`src/rtl/mux_8way_16.sv`:
```
// 8-input word multiplexer with a combinational output and an enabled,
// asynchronously cleared registered copy of the selected word.
module mux_8way_16 #(
  parameter int unsigned WIDTH = 16
) (
  input  logic             clk,
  input  logic             rst,
  input  logic [WIDTH-1:0] i7,
  input  logic [WIDTH-1:0] i6,
  input  logic [WIDTH-1:0] i5,
  input  logic [WIDTH-1:0] i4,
  input  logic [WIDTH-1:0] i3,
  input  logic [WIDTH-1:0] i2,
  input  logic [WIDTH-1:0] i1,
  input  logic [WIDTH-1:0] i0,
  input  logic [2:0]       sel,
  input  logic             en,
  output logic [WIDTH-1:0] out,
  output logic [WIDTH-1:0] out_q
);

  // Tree levels: pairs (sel[0]), quads (sel[1]), halves (sel[2]).
  logic [WIDTH-1:0] pair_10, pair_32, pair_54, pair_76;
  logic [WIDTH-1:0] quad_lo, quad_hi;
  logic [WIDTH-1:0] out_reg_d, out_reg_q;

  // First level: choose within each pair of inputs.
  always_comb begin
    pair_10 = sel[0] ? i1 : i0;
    pair_32 = sel[0] ? i3 : i2;
    pair_54 = sel[0] ? i5 : i4;
    pair_76 = sel[0] ? i7 : i6;
  end

  // Second level: choose within each quad.
  always_comb begin
    quad_lo = sel[1] ? pair_32 : pair_10;
    quad_hi = sel[1] ? pair_76 : pair_54;
  end

  // Final level: sel[2] picks the upper half.
  always_comb begin
    out = sel[2] ? quad_hi : quad_lo;
  end

  // Load the selected word when enabled, otherwise hold.
  always_comb begin
    out_reg_d = out_reg_q;
    if (en) begin
      out_reg_d = out;
    end
  end

  // Registered copy; reset clears it immediately, independent of clk.
  always_ff @(posedge clk or posedge rst) begin
    if (rst) begin
      out_reg_q <= '0;
    end else begin
      out_reg_q <= out_reg_d;
    end
  end

  assign out_q = out_reg_q;

endmodule

```
`config.mk`:
```
export PLATFORM = sky130hd
export DESIGN_NAME = mux_8way_16
export DESIGN_NICKNAME = d
export VERILOG_FILES = /design/src/rtl/mux_8way_16.sv
export SDC_FILE = /design/constraint.sdc
export NUM_CORES = 1
export LEC_CHECK = 0
export ABC_AREA = 0
export CAP_MARGIN = 20
export CORE_MARGIN = 5
export CORE_UTILIZATION = 51
export CTS_BUF_LIST = sky130_fd_sc_hd__clkbuf_2
export CTS_CLUSTER_SIZE = 24
export DETAILED_ROUTE_END_ITERATION = 12
export DONT_BUFFER_PORTS = 1
export PLACE_DENSITY = 0.66
export SLEW_MARGIN = 15
export SYNTH_ARGS = -nofsm -noshare
export SYNTH_HDL_FRONTEND = slang
export SYNTH_SLANG_ARGS = --single-unit
```
`constraint.sdc`:
```
create_clock -name clk -period 4.22 [get_ports clk]
set_input_delay 1.266 -clock clk [delete_from_list [all_inputs] [get_ports clk]]
set_output_delay 1.266 -clock clk [all_outputs]
set_load 0.1 [all_outputs]
```
==> reports/metrics.csv <==
metric,value,unit
status,"complete, no violations",
dp_hpwl,4.49,mm
grt_pass1_wl,7.65,mm
drive_gt1_frac,0.424,
ant_nets,0,
num_antenna_cells,0,
vias,1531,
syn_avg_cell_area,10.4,sq um
multi_input_area,0.00138,sq mm
maxCapViolations,0,
final_common_cell,mux2i_1,
vdd_drop_max,0.230,mV
fmax,285,MHz
hold_slack,0.925,ns
critPathMaxFanout,16,
final.setup_skew,0,ns
post_cts_buffers,0,
finalNetCount,326,
worst_pin_slew,0.945,ns
powerDensity,356,mW/mm^2
leakage,0.000942,uW
cts_buffer_depth,2,
setup_tns,0,ns
ctsResizeCount,0,
place_ws,0.712,ns
setup_viol,0,
clk_pin_slew_worst_paths,0.16,ns
largest_register_ffs,16,
period_minus_slack,3.51,ns
grt_usage,0.189,
placed_area,0.00219,sq mm
drc,0,
hold_viol,0,
clk_latency,0.27,ns
synth-seq-cells,16,
numPortBuffers,0,
drt-initial-drc-count,49,
viasPerCell,6.41,
worstPathArrival,2.25,ns
io_pins,166,
wirelength,5.34,mm
relSlewSlack,0.370,
ctsRootBufferMaster,clkbuf_2,
synth_cell_type_count,20,
synthCells,182,
rsz0062_at_grt,no,
fin_ws,0.705,ns
ff2ff_path_depth,2,
gr-total-overflow,0,
gp_congestion,0.852,
cts_tree,built,
num_rows,22,
fin_area,0.00223,sq mm
regArea,400,sq um
final_cell_mix,"32 x mux2i_1, 20 x mux2_1, 17 x nand2_1",
syn-num-nets,316,
end_kind,output port,
numCtsBuffers,3,
areaGrowthSynthToFinish,18.0,%
synth-seq-area-share,0.211,
avgRoutedWirePerCell,22.3,microns
slew_viol_final,0,
layout.cells.non_filler,239,
core-area,0.00363,sq mm
fp.dieH,70.9,microns
yosysWarnings,0,
die_x,70.9,microns
antenna_found_initial,0,
cts_htree_levels,1,
worstSetupStartpointType,primary input,
crit_type,primary input to output port,
die_area,0.00503,sq mm
syn_area,0.00189,sq mm
dr.pass1.iters,5,
grt_max_degree,65,
grt_pass1_vias,1542,
start_util,0.521,
cts_sinks,16,
hold_buffers,0,
fill_cells,307,
place_inst,234,
required,2.95,ns
hold_class,primary input to asynchronous set/reset pin,
fin_crit_sh,0.833,
## path summary, 6_finish.rpt
path,end,from,slack [ns]
worst max-delay path,out[10],sel[1],0.71
worst max register to register,out_q[8],out_q[8],2.87
min in group clk,out_q[14],out_q[14],1.05
max in group asynchronous,out_q[13],rst,2.87
worst min-delay path,out_q[8],rst,0.92
worst min register to register,out_q[14],out_q[14],1.05
## stage by stage
step,power (uW),util
floorplan,635,-
global placement,721,0.602
detailed placement,729,0.602
CTS,798,0.607
global route,828,0.615
finish,795,0.615
## metal layers
layer	part of all wire	GRT usage	wire length [microns]
met5	0	0	0
met4	0.022	0.0292	116
met3	0.10	0.0895	556
met2	0.54	0.353	2900
met1	0.33	0.194	1760
## synthesized netlist by cell type
| cell | instances | area share |
|---|---|---|
| a22o_1 | 16 | 0.074 |
| buf_12 | 2 | 0.021 |
| buf_2 | 3 | 0.0079 |
| buf_4 | 1 | 0.0040 |
| buf_6 | 4 | 0.024 |
| buf_8 | 1 | 0.0079 |
| clkbuf_1 | 3 | 0.0059 |
| clkbuf_2 | 2 | 0.0053 |
| dfrtp_1 | 16 | 0.21 |
| inv_1 | 2 | 0.0040 |
| mux2_1 | 20 | 0.12 |
| mux2_2 | 12 | 0.071 |
| mux2i_1 | 32 | 0.17 |
| nand2_1 | 17 | 0.034 |
| nand2b_1 | 1 | 0.0033 |
| nor2_1 | 17 | 0.034 |
| nor2b_1 | 1 | 0.0033 |
| o22ai_1 | 3 | 0.0099 |
| o22ai_2 | 13 | 0.086 |
| o31ai_2 | 16 | 0.11 |
## worst max-delay path, stage by stage
cell      delay [ns]
nand2b_1        0.12
buf_4           0.21
o22ai_1         0.36
nor2_2          0.11
buf_12          0.18
## area by class of cell
class	count	share of cell area
flip-flops and latches	16	0.179
clock buffers	3	0.00672
clock inverters	1	0.00168
well taps	48	0.0269
repair buffers	21	0.163
inverters	2	0.00336
multi-input cells	148	0.619
## power breakdown
group / internal, uW / switching, uW
logic: 151 / 235
clock network: 20.6 / 48.4
registers: 170 / 170
## kinds of logic after synthesis
| group | synth area share |
|---|---|
| buffers and inverters | 0.0799 |
| AO/OA/AOI/OAI | 0.275 |
| multiplexers | 0.359 |
| flip-flops | 0.211 |
| AND/OR/NAND/NOR | 0.0740 |
Power figures use the tool's default switching activity.
